===== src/rtl/branch_resolve.sv =====
// branch_resolve: ID-stage branch decision, PC redirect/flush, operand
// stall, and saturating branch statistics.
// Ports: Clk/Rst (async active-low); Valid, BranchOp, OperandReady,
// Zero, Sign, PCPlus4, Imm in; CmpMode, Stall (comb), PCSrc, FlushIFID,
// BranchTarget (registered), BranchCount, TakenCount, WaitErr out.
module branch_resolve #(
  parameter int CNT_W    = 16,
  parameter int MAX_WAIT = 4
) (
  input  logic             Clk,
  input  logic             Rst,
  input  logic             Valid,
  input  logic [2:0]       BranchOp,
  input  logic             OperandReady,
  input  logic             Zero,
  input  logic             Sign,
  input  logic [31:0]      PCPlus4,
  input  logic [31:0]      Imm,
  output logic             CmpMode,
  output logic             PCSrc,
  output logic [31:0]      BranchTarget,
  output logic             FlushIFID,
  output logic             Stall,
  output logic [CNT_W-1:0] BranchCount,
  output logic [CNT_W-1:0] TakenCount,
  output logic             WaitErr
);

  localparam int WW = $clog2(MAX_WAIT + 1);
  localparam logic [WW-1:0] WMAX = WW'(MAX_WAIT);

  localparam logic [1:0] S_IDLE  = 2'd0;
  localparam logic [1:0] S_WAIT  = 2'd1;
  localparam logic [1:0] S_REDIR = 2'd2;

  localparam logic [2:0] OP_NONE = 3'b000;
  localparam logic [2:0] OP_BEQ  = 3'b001;
  localparam logic [2:0] OP_BNE  = 3'b010;
  localparam logic [2:0] OP_BGEZ = 3'b011;
  localparam logic [2:0] OP_BGTZ = 3'b100;
  localparam logic [2:0] OP_BLEZ = 3'b101;
  localparam logic [2:0] OP_BLTZ = 3'b110;
  localparam logic [2:0] OP_J    = 3'b111;

  logic [1:0]       state_q, state_d;
  logic [WW-1:0]    wait_q, wait_d;
  logic [31:0]      tgt_q, tgt_d;
  logic [CNT_W-1:0] bcnt_q, bcnt_d;
  logic [CNT_W-1:0] tcnt_q, tcnt_d;
  logic             werr_q, werr_d;
  logic             req;
  logic             taken;
  logic             eval;
  logic [31:0]      target;

  assign req     = Valid & (BranchOp != OP_NONE);
  assign target  = PCPlus4 + (Imm << 2);
  assign CmpMode = (BranchOp == OP_BEQ) | (BranchOp == OP_BNE);

  always_comb begin
    taken = 1'b0;
    unique case (1'b1)
      (BranchOp == OP_BEQ):  taken = Zero;
      (BranchOp == OP_BNE):  taken = ~Zero;
      (BranchOp == OP_BGEZ): taken = ~Sign;
      (BranchOp == OP_BGTZ): taken = ~Sign & ~Zero;
      (BranchOp == OP_BLEZ): taken = Sign | Zero;
      (BranchOp == OP_BLTZ): taken = Sign;
      (BranchOp == OP_J):    taken = 1'b1;
      default:               taken = 1'b0;
    endcase
  end

  always_comb begin
    state_d = state_q;
    wait_d  = wait_q;
    tgt_d   = tgt_q;
    bcnt_d  = bcnt_q;
    tcnt_d  = tcnt_q;
    werr_d  = werr_q;
    Stall   = 1'b0;
    eval    = 1'b0;
    unique case (state_q)
      S_IDLE: begin
        if (req && !OperandReady) begin
          state_d = S_WAIT;
          Stall   = 1'b1;
          wait_d  = WW'(1);
        end else if (req) begin
          eval = 1'b1;
        end
      end
      S_WAIT: begin
        if (!req) begin
          state_d = S_IDLE;
          wait_d  = '0;
        end else if (!OperandReady) begin
          Stall = 1'b1;
          // Already waited the allowed maximum and still not ready.
          if (wait_q == WMAX) werr_d = 1'b1;
          else wait_d = wait_q + WW'(1);
        end else begin
          eval   = 1'b1;
          wait_d = '0;
        end
      end
      S_REDIR: state_d = S_IDLE;
      default: state_d = S_IDLE;
    endcase
    if (eval) begin
      state_d = S_IDLE;
      if (bcnt_q != '1) bcnt_d = bcnt_q + CNT_W'(1);
      if (taken) begin
        state_d = S_REDIR;
        tgt_d   = target;
        if (tcnt_q != '1) tcnt_d = tcnt_q + CNT_W'(1);
      end
    end
  end

  always_ff @(posedge Clk or negedge Rst) begin
    if (!Rst) begin
      state_q <= S_IDLE;
      wait_q  <= '0;
      tgt_q   <= '0;
      bcnt_q  <= '0;
      tcnt_q  <= '0;
      werr_q  <= 1'b0;
    end else begin
      state_q <= state_d;
      wait_q  <= wait_d;
      tgt_q   <= tgt_d;
      bcnt_q  <= bcnt_d;
      tcnt_q  <= tcnt_d;
      werr_q  <= werr_d;
    end
  end

  assign PCSrc        = (state_q == S_REDIR);
  assign FlushIFID    = (state_q == S_REDIR);
  assign BranchTarget = tgt_q;
  assign BranchCount  = bcnt_q;
  assign TakenCount   = tcnt_q;
  assign WaitErr      = werr_q;

endmodule

===== config.mk =====
export PLATFORM = sky130hd
export DESIGN_NAME = branch_resolve
export DESIGN_NICKNAME = d
export VERILOG_FILES = /design/src/rtl/branch_resolve.sv
export SDC_FILE = /design/constraint.sdc
export NUM_CORES = 1
export LEC_CHECK = 0
export ABC_AREA = 1
export BUFFER_PORTS_ARGS = -buffer_cell sky130_fd_sc_hd__buf_2
export CAP_MARGIN = 30
export CELL_PAD_IN_SITES_DETAIL_PLACEMENT = 1
export CELL_PAD_IN_SITES_GLOBAL_PLACEMENT = 2
export CORE_UTILIZATION = 28
export DETAILED_ROUTE_END_ITERATION = 10
export PLACE_DENSITY = 0.78
export SKIP_LAST_GASP = 1
export SLEW_MARGIN = 0
export SYNTH_ARGS = -nofsm -noshare
export SYNTH_HDL_FRONTEND = slang
export SYNTH_SLANG_ARGS = --single-unit

===== constraint.sdc =====
create_clock -name Clk -period 2.3 [get_ports Clk]
set_clock_uncertainty 0.15 [all_clocks]
set_input_delay 0.23 -clock Clk [delete_from_list [all_inputs] [get_ports Clk]]
set_output_delay 0.23 -clock Clk [all_outputs]
set_load 0.05 [all_outputs]

==> impl_metrics.env, run 1 <==
export IMPL_worst_slew_pin_slew_ps=445.3
export IMPL_ys_types=32
export IMPL_yosysWarningCount=0
export IMPL_path_cells="ha_1 > nand3_2 > nor2_4 > nand2_2 > nor2_4 > nand2_1 > nand2_2 > inv_2 > nand2_1 > nand2_1"
export IMPL_core_sq_mm=0.01883
export IMPL_nets=1075
export IMPL_rsz0062_at_grt="no"
export IMPL_die_w_microns=140.9
export IMPL_insertion_delay_ps=330
export IMPL_post_cts_resized=0
export IMPL_cts_htree_levels=3
export IMPL_clk_pin_slew_ps=60
export IMPL_synth_avg_cell_area_sq_um=6.616
export IMPL_start_util=0.2867
export IMPL_ios=142
export IMPL_synthAdderAreaFrac=0.08019
export IMPL_slowest_delay_ps=400
export IMPL_grt_pass1_wl_mm=27.21
export IMPL_dr_pass1_iters=4
export IMPL_final_cell_mix="nand2_1 (320), buf_2 (138), inv_1 (118), dfrtp_1 (70), nor2_1 (69)"
export IMPL_muxShareOfSynthArea=0
export IMPL_root_buffer="clkbuf_16"
export IMPL_synth_top_cell_area_share=0.3244
export IMPL_relSlewSlack=0.7031
export IMPL_p_leak_uw=0.003875
export IMPL_synth_top_family_by_area="simple AND/OR/NAND/NOR gates"
export IMPL_finalHoldViolations=0
export IMPL_wl_per_cell_microns=13.16
export IMPL_setup_violations=0
export IMPL_async_flop_share=1.000
export IMPL_grt_pass1_vias=5387
export IMPL_cp_data_required_time_ps=2370
export IMPL_vias_per_cell=4.365
export IMPL_crit_family="simple AND/OR/NAND/NOR gates"
export IMPL_grt_max_degree=45
export IMPL_layout_drive_gt1_share=0.1881
export IMPL_synth_ff_type="dfrtp_1"
export IMPL_dr_first_iter_drc_count=138
export IMPL_p_per_area_mw_per_mm2=820.7
export IMPL_vias=5382
export IMPL_setup_worst_path_end_class="flop"
export IMPL_gp_congestion=0.7866
export IMPL_dp_hpwl_mm=13.56
export IMPL_finalCritPeriodShare=0.8834
export IMPL_clock_sinks=70
export IMPL_synth_edff_count=0
export IMPL_antenna_left=0
export IMPL_min_path_type="in2reg"
export IMPL_area_delta_synth_final_pct=25.72
export IMPL_grt_overflow_total=0
export IMPL_synth_fp_nets=923
export IMPL_cts_made_buffers=9
export IMPL_max_freq_mhz=492.1
export IMPL_synth_top_cell_by_area="dfrtp_1"
export IMPL_crit_type="reg2reg"
export IMPL_wl_mm=16.23
export IMPL_crit_top_cell="nand2_1"
export IMPL_netlist_instances=816
export IMPL_drv_cap=0
export IMPL_gr_usage_all_layers=0.1724
export IMPL_synth_area_leaders="dfrtp_1 (32%), nand2_1 (22%), inv_1 (8.2%)"
export IMPL_n_fill_cell=2416
export IMPL_status="finished clean"
export IMPL_drv_slew=0
export IMPL_arrival_ps=2100
export IMPL_n_antenna_cell=0
export IMPL_fin_crit_ps=2032
export IMPL_dieArea_sq_mm=0.01984
export IMPL_ys_ff_latch=70
export IMPL_crit_buf_inv=1
export IMPL_dieHeight_microns=140.9
export IMPL_cts_tree="built"
export IMPL_setup_tns_final_ps=0
export IMPL_cp_max_fo=14
export IMPL_synth_compound_area_share=0.05608
export IMPL_peakVddDrop_uv=411.7
export IMPL_synth_xor_area_frac=0.07138
export IMPL_std_cell_rows=50
export IMPL_synth_seq_area_share=0.3244
export IMPL_final_common_cell="nand2_1"
export IMPL_synth_area_sq_mm=0.005399
export IMPL_startpoint_type="flop"
export IMPL_hold_slack_ps=69.09
export IMPL_portBuffers=139
export IMPL_synthSimpleGateAreaFrac=0.3687
export IMPL_cts_setup_buffers=0
export IMPL_clockBufferDepth=2
export IMPL_drc=0
export IMPL_ctsHoldBuffers=3
export IMPL_antenna_found_initial=0
export IMPL_cpMaxStageDelayCell="dfrtp_1"
[where the power goes]
part | total (uW) | switching, uW | internal (uW)
registers | 1690 | 199 | 1490
logic | 2290 | 1700 | 592
clock network | 1590 | 536 | 1050
[cell families (layout without fill, tap and decap cells)]
logic type | after synthesis | count (layout)
adders and majority gates | 34 | 34
and+or+nand+nor | 478 | 478
AOI/OAI and AO/OA | 57 | 57
xor gates and xnor gates | 44 | 44
buffers and inverters | 133 | 290
DFF | 70 | 70
[through the flow]
step | power (uW) | utilization | setup slack [ps] | cell area, sq um | std cells
final | 5571 | 0.3605 | 268.1 | 6788 | 1233
after global routing | 5918 | 0.3605 | 54.03 | 6788 | 1233
after CTS | 5651 | 0.3605 | 207.5 | 6788 | 1233
after detailed placement | 4028 | 0.3409 | 113.0 | 6420 | 1214
after global placement | 3996 | 0.3409 | 126.3 | 6420 | 1214
after floorplan | 3350 | - | 226.9 | 5399 | 816
[synthesized netlist by cell type (2+ instances only)]
library cell	number
nor3_2	3
o21ai_0	17
xnor2_1	24
nand2_1	320
inv_1	118
nor2_1	69
nor4_1	3
o21ai_1	7
nand3b_1	4
buf_4	4
inv_2	4
nand2_2	5
and3_1	2
a21oi_1	26
buf_6	2
o21bai_1	4
dfrtp_1	70
xor2_1	20
nand3_1	56
ha_1	33
buf_2	5
nor2_4	2
nor3_1	2
nand4_1	8
[layer usage]
layer,GRT usage,vias to the layer above,routed length [microns]
met2,0.2938,102,7502
met5,0,-,0
met1,0.2308,2461,8153
li1,-,2812,-
met4,0.03432,0,128
met3,0.02615,7,448
[layout make-up]
class	instances	area, sq um	share of cell area
timing repair buffer	152	803.3	0.1183
clock inverter	7	112.6	0.01659
tap	260	325.3	0.04793
inverter	122	457.9	0.06747
sequential	70	1752	0.2581
clock buffer	9	225.2	0.03318
multi-input combinational	613	3112	0.4584
[worst reg2reg max path, stage by stage (launching register included)]
cell,delay [ps]
dfrtp_1,400
ha_1,250
nand3_2,120
nor2_4,160
nand2_2,100
nor2_4,100
nand2_1,70
nand2_2,240
inv_2,180
nand2_1,100
nand2_1,50
[state kept, by name, summed over array words and instances (netlist names)]
register      cells
BranchTarget     32
BranchCount      16
TakenCount       16
wait_q            3
state_q           2
WaitErr           1
[final timing paths]
path | start | endpoint | slack [ps] | cells after the start
worst max-delay path | TakenCount[0] | TakenCount[1] | 270 | 10
worst min-delay path | Imm[0] | BranchTarget[2] | 70 | 4
worst max register to register | TakenCount[0] | TakenCount[1] | 270 | 10
worst min register to register | WaitErr | WaitErr | 310 | 2
max in group asynchronous | Rst | TakenCount[1] | 1200 | 3
min in group asynchronous | Rst | WaitErr | 220 | 2
No activity file was read; power rests on OpenSTA's default activity.
==> inputs of run 2 (changes only) <==
--- a/config.mk
+++ b/config.mk
@@ -10,6 +10,7 @@
 export CAP_MARGIN = 30
 export CELL_PAD_IN_SITES_DETAIL_PLACEMENT = 1
 export CELL_PAD_IN_SITES_GLOBAL_PLACEMENT = 2
+export CORE_ASPECT_RATIO = 0.6
 export CORE_UTILIZATION = 28
 export DETAILED_ROUTE_END_ITERATION = 10
 export PLACE_DENSITY = 0.78
==> run 2 against run 1 <==
  * Worst hold slack improved by 17 ps
  * Register-to-register slack improved by 80 ps
  * Setup slack improved by 81 ps
==> impl_metrics.env, run 2 (synthesis results as in run 1) <==
export IMPL_status="finished clean"
export IMPL_crit_top_cell="nand2_1"
export IMPL_crit_type="reg2reg"
export IMPL_switchingPower_uw=2508
export IMPL_worst_slew_pin_slew_ps=392.6
export IMPL_insertion_delay_ps=320
export IMPL_fin_area_sq_mm=0.006765
export IMPL_rsz0062_at_grt="no"
export IMPL_holdCritStartpoint="OperandReady"
export IMPL_portBuffers=139
export IMPL_gp_congestion=0.8270
export IMPL_core_sq_mm=0.01845
export IMPL_crit_buf_inv=1
export IMPL_setup_tns_final_ps=0
export IMPL_drc=0
export IMPL_p_leak_uw=0.003868
export IMPL_ios=142
export IMPL_grt_max_degree=50
export IMPL_rrSetupSlack_ps=350
export IMPL_comb_power_share=0.417
export IMPL_std_cell_rows=38
export IMPL_timing_rr_start="TakenCount[0]"
export IMPL_drv_cap=0
export IMPL_cpMaxStageDelayCell="dfrtp_1"
export IMPL_placed_area_sq_mm=0.006412
export IMPL_rr_endpoint="TakenCount[11]"
export IMPL_cts_htree_levels=3
export IMPL_relSlewSlack=0.7361
export IMPL_clockBufferDepth=2
export IMPL_seqPwrFrac=0.305
export IMPL_cp_data_required_time_ps=2350
export IMPL_dr_first_iter_drc_count=256
export IMPL_wl_mm=17.52
export IMPL_die_w_microns=181.3
export IMPL_setup_worst_path_end_class="flop"
export IMPL_dp_hpwl_mm=14.43
export IMPL_finalHoldViolations=0
export IMPL_n_antenna_cell=0
export IMPL_area_delta_synth_final_pct=25.31
export IMPL_layout_drive_gt1_share=0.1862
export IMPL_cts_tree="built"
export IMPL_vias_per_cell=4.399
export IMPL_min_to="WaitErr"
export IMPL_cp_max_fo=12
export IMPL_arrival_ps=2010
export IMPL_post_cts_resized=0
export IMPL_path_cells="ha_1 > nand3_2 > nor2_4 > nand2_2 > nor2_4 > nand2_1 > nand2_2 > inv_2 > nand2_1 > nand2_1"
export IMPL_p_per_area_mw_per_mm2=821.7
export IMPL_n_fill_cell=2398
export IMPL_intPower_uw=3051
export IMPL_reg2reg_depth=10
export IMPL_switching_share=0.4511
export IMPL_peakVddDrop_uv=363.0
export IMPL_antenna_found_initial=0
export IMPL_slowest_delay_ps=410
export IMPL_dr_pass1_iters=4
export IMPL_clk_pin_slew_ps=70
export IMPL_startpoint_type="flop"
export IMPL_cts_setup_buffers=0
export IMPL_crit_family="simple AND/OR/NAND/NOR gates"
export IMPL_final_cell_mix="nand2_1 (320), buf_2 (138), inv_1 (118), dfrtp_1 (70), nor2_1 (69)"
export IMPL_wl_per_cell_microns=14.46
export IMPL_clock_sinks=70
export IMPL_min_path_type="in2reg"
export IMPL_max_freq_mhz=512.7
export IMPL_setup_violations=0
export IMPL_dieArea_sq_mm=0.01986
export IMPL_fin_crit_ps=1951
export IMPL_grt_pass1_vias=5320
export IMPL_drv_slew=0
export IMPL_finalCritPeriodShare=0.8481
export IMPL_gr_usage_all_layers=0.1839
export IMPL_largest_register_ffs=32
export IMPL_grt_overflow_total=0
export IMPL_final_common_cell="nand2_1"
export IMPL_root_buffer="clkbuf_16"
export IMPL_cts_made_buffers=9
export IMPL_antenna_left=0
export IMPL_clockPowerShare=0.278
export IMPL_nets=1074
export IMPL_whs_path_depth=4
export IMPL_dieHeight_microns=109.6
export IMPL_vias=5332
export IMPL_grt_pass1_wl_mm=28.64
export IMPL_start_util=0.2927
-- run 2: cell types whose count changed in the layout (fill, tap and decap cells not counted), sizes merged --
cell    change
clkbuf      +1
buf         -1
inv         +1
bufinv      -1
clkinv      -1
-- run 2: layout make-up --
class,count,area [sq um],share of cell area
clock buffers,10,229.0,0.03385
clock inverters,6,93.84,0.01387
inverters,122,457.9,0.06769
multi-input cells,613,3112,0.4600
flip-flops and latches,70,1752,0.2589
well taps,240,300.3,0.04439
repair buffers,151,820.8,0.1213
-- run 2: per-stage QoR --
stage                     instances  hold WS, ps  setup WS (ps)    util  total power, uW
after floorplan                 816       -215.6          226.9       -             3350
after global placement         1193       0.1956          126.7  0.3476             4020
after detailed placement       1193      -0.3353          88.67  0.3476             4044
after CTS                      1212        71.33          305.8  0.3667             5635
after global routing           1212        98.67          141.4  0.3667             5906
final                          1212        85.84          349.4  0.3667             5559
-- run 2: worst reg2reg max path: stages (launching register included) --
cell and delay [ps]:
dfrtp_1 410, ha_1 250, nand3_2 110, nor2_4 170
nand2_2 100, nor2_4 100, nand2_1 70, nand2_2 170
inv_2 150, nand2_1 90, nand2_1 50
-- run 2: metal layers --
| layer | up-vias | wire, microns | track usage |
|---|---|---|---|
| li1 | 2829 | - | - |
| met1 | 2400 | 10580 | 0.3029 |
| met2 | 99 | 6172 | 0.2442 |
| met3 | 4 | 724 | 0.03014 |
| met4 | 0 | 43 | 0.02361 |
| met5 | - | 0 | 0 |
-- run 2: worst max path at each step --
| stage | to | cells after the start | slack, ps | startpoint |
|---|---|---|---|---|
| CTS | TakenCount[11] | 10 | 310 | TakenCount[0] |
| finish | TakenCount[11] | 10 | 350 | TakenCount[0] |
| global route | TakenCount[14] | 10 | 140 | TakenCount[0] |
| global placement | BranchTarget[30] | 14 | 130 | PCPlus4[2] |
| detailed placement | BranchTarget[22] | 14 | 90 | PCPlus4[2] |
| floorplan | TakenCount[9] | 11 | 230 | TakenCount[0] |
-- run 2: power groups by stage --
stage / combinational [uW] / clock (uW) / sequential (uW)
CTS: 2340 / 1590 / 1700
global route: 2520 / 1650 / 1740
global placement: 2310 / 0 / 1710
detailed placement: 2320 / 0 / 1720
finish: 2320 / 1550 / 1700
floorplan: 768 / 0 / 2580
-- run 2: what timing repair did --
action                     in CTS  in global routing
setup endpoints to repair       0                  0
hold buffers                    3                  0
hold endpoints to repair       23                  0
==> inputs of run 3 (changes only) <==
==> constraint.sdc (replaced) <==
create_clock -name Clk -period 1.8 [get_ports Clk]
set_clock_uncertainty 0.15 [all_clocks]
set_input_delay 0.18 -clock Clk [delete_from_list [all_inputs] [get_ports Clk]]
set_output_delay 0.18 -clock Clk [all_outputs]
set_load 0.05 [all_outputs]
==> run 3 against run 2 <==
  * Setup slack lost 310 ps
  * Routed wire length grew 7.4%
  * Non-clock buffer count grew 72
  * Clock power grew 15%
  * Sequential cell count is the same
  * Count of clock-buffer cells in the layout shrank 1
  * Sequential share of layout area shrank 1.9 points
  * Power grew 30%
  * Critical path type is now in2reg
  * Critical endpoint is now BranchTarget[13]
==> impl_metrics.env, run 3 (synthesis results as in run 1) <==
export IMPL_clk_pin_slew_ps=60
export IMPL_clock_sinks=70
export IMPL_setup_tns_final_ps=0
export IMPL_grt_pass1_vias=5673
export IMPL_fin_area_sq_mm=0.007350
export IMPL_switchingPower_uw=3368
export IMPL_relSlewSlack=0.7682
export IMPL_gp_congestion=0.8142
export IMPL_gr_usage_all_layers=0.1975
export IMPL_utilization=0.3984
export IMPL_p_per_area_mw_per_mm2=981.1
export IMPL_seqPwrFrac=0.305
export IMPL_core_sq_mm=0.01845
export IMPL_use_met2=0.2692
export IMPL_cp_data_required_time_ps=1930
export IMPL_cts_made_buffers=9
export IMPL_max_freq_mhz=567.7
export IMPL_startpoint_type="input port"
export IMPL_min_path_type="in2reg"
export IMPL_drv_cap=0
export IMPL_intPower_uw=3842
export IMPL_drv_slew=0
export IMPL_final_cell_mix="nand2_1 (318), buf_2 (138), inv_1 (117), buf_4 (78), nor2_1 (64)"
export IMPL_crit_type="in2reg"
export IMPL_multi_input_area_sq_mm=0.003174
export IMPL_antenna_found_initial=0
export IMPL_antenna_left=0
export IMPL_dieArea_sq_mm=0.01986
export IMPL_busiest_layer="met1"
export IMPL_cts_tree="built"
export IMPL_layout_drive_gt1_share=0.2663
export IMPL_insertion_delay_ps=350
export IMPL_std_cell_rows=38
export IMPL_grt_max_degree=37
export IMPL_worst_slew_pin_slew_ps=347.7
export IMPL_area_delta_synth_final_pct=36.13
export IMPL_placed_area_sq_mm=0.006915
export IMPL_dp_hpwl_mm=15.67
export IMPL_setup_violations=0
export IMPL_final_common_cell="nand2_1"
export IMPL_dieHeight_microns=109.6
export IMPL_seqCellArea_sq_mm=0.001767
export IMPL_n_fill_cell=2392
export IMPL_grt_pass1_wl_mm=30.38
export IMPL_start_util=0.2927
export IMPL_largest_register_ffs=32
export IMPL_dr_pass1_iters=4
export IMPL_vias=5717
export IMPL_drc=0
export IMPL_finalCritPeriodShare=0.9786
export IMPL_clockBufferDepth=2
export IMPL_setup_worst_path_end_class="flop"
export IMPL_dr_first_iter_drc_count=228
export IMPL_switching_share=0.4671
export IMPL_fin_crit_ps=1762
export IMPL_status="finished clean"
export IMPL_use_met1=0.3152
export IMPL_nets=1146
export IMPL_cts_htree_levels=3
export IMPL_ios=142
export IMPL_portBuffers=139
export IMPL_p_leak_uw=0.004187
export IMPL_die_w_microns=181.3
export IMPL_grt_met3_usage=0.03544
export IMPL_clockPowerShare=0.248
export IMPL_total_power_uw=7210
export IMPL_arrival_ps=1890
export IMPL_cp_max_fo=4
export IMPL_root_buffer="clkbuf_16"
export IMPL_wl_per_cell_microns=14.66
export IMPL_wl_mm=18.82
export IMPL_finalHoldViolations=0
export IMPL_peakVddDrop_uv=520.6
export IMPL_vias_per_cell=4.452
export IMPL_rsz0062_at_grt="yes"
export IMPL_comb_power_share=0.447
export IMPL_n_antenna_cell=0
export IMPL_grt_overflow_total=0
run 3: cell count changes in the layout (fill, tap and decap cells not counted), sizes merged:
| cell | before | now |
|---|---|---|
| dlygate4sd3 | 3 | 4 |
| clkinvlp | 1 | 2 |
| clkbuf | 10 | 9 |
| clkinv | 2 | 1 |
| inv | 123 | 126 |
| bufinv | 2 | 0 |
| buf | 148 | 219 |
run 3: critical path: stages:
cell and delay [ps]:
buf_2 100, ha_1 320, nand2_1 180, inv_1 60
a21oi_1 320, nand3_1 260, xnor2_1 190, buf_4 150
o21ai_0 130
run 3: area by class of cell:
type / instances / area share
clock buffer: 9 / 0.03064
clock inverter: 7 / 0.008682
inverter: 122 / 0.06265
multi-input combinational: 613 / 0.4319
sequential: 70 / 0.2404
tap: 240 / 0.04086
timing repair buffer: 223 / 0.1849
run 3: repair_timing:
action | in CTS | in global routing
setup endpoints to repair | 0 | 34
endpoints found under the hold margin | 73 | 0
hold buffers | 4 | 0
gates resized for setup | 0 | 15
setup buffers | 0 | 7
run 3: metal layers:
metal	vias up	part of all wire
met2	119	0.37
met3	9	0.035
li1	2972	-
met1	2617	0.59
met5	-	0
met4	0	0.0059
run 3: worst paths after layout:
path                               start          endpoint  slack, ps  depth (start not counted)
setup / recovery             PCPlus4[12]  BranchTarget[13]         40                          9
hold / removal                    Imm[0]   BranchTarget[2]         40                          4
setup reg to reg           TakenCount[0]     TakenCount[6]        110                         10
hold reg to reg                  WaitErr           WaitErr        310                          2
max in group asynchronous            Rst     TakenCount[0]        920                          3
min in group asynchronous            Rst           WaitErr         70                          2
run 3: through the flow:
step / setup WS [ps] / std cells / hold slack [ps]
floorplan: -21.60 / 816 / -265.6
global placement: -355.9 / 1257 / -93.15
detailed placement: -315.7 / 1257 / -90.70
CTS: 4.629 / 1277 / 31.72
global route: -29.20 / 1284 / 69.97
finish: 38.44 / 1284 / 35.20
run 3: power groups by stage:
| stage | logic (uW) | clock network (uW) | registers (uW) |
|---|---|---|---|
| finish | 3220 | 1790 | 2200 |
| global placement | 3120 | 0 | 2220 |
| floorplan | 992 | 0 | 3320 |
| detailed placement | 3150 | 0 | 2240 |
| CTS | 3170 | 1850 | 2210 |
| global route | 3490 | 1900 | 2250 |
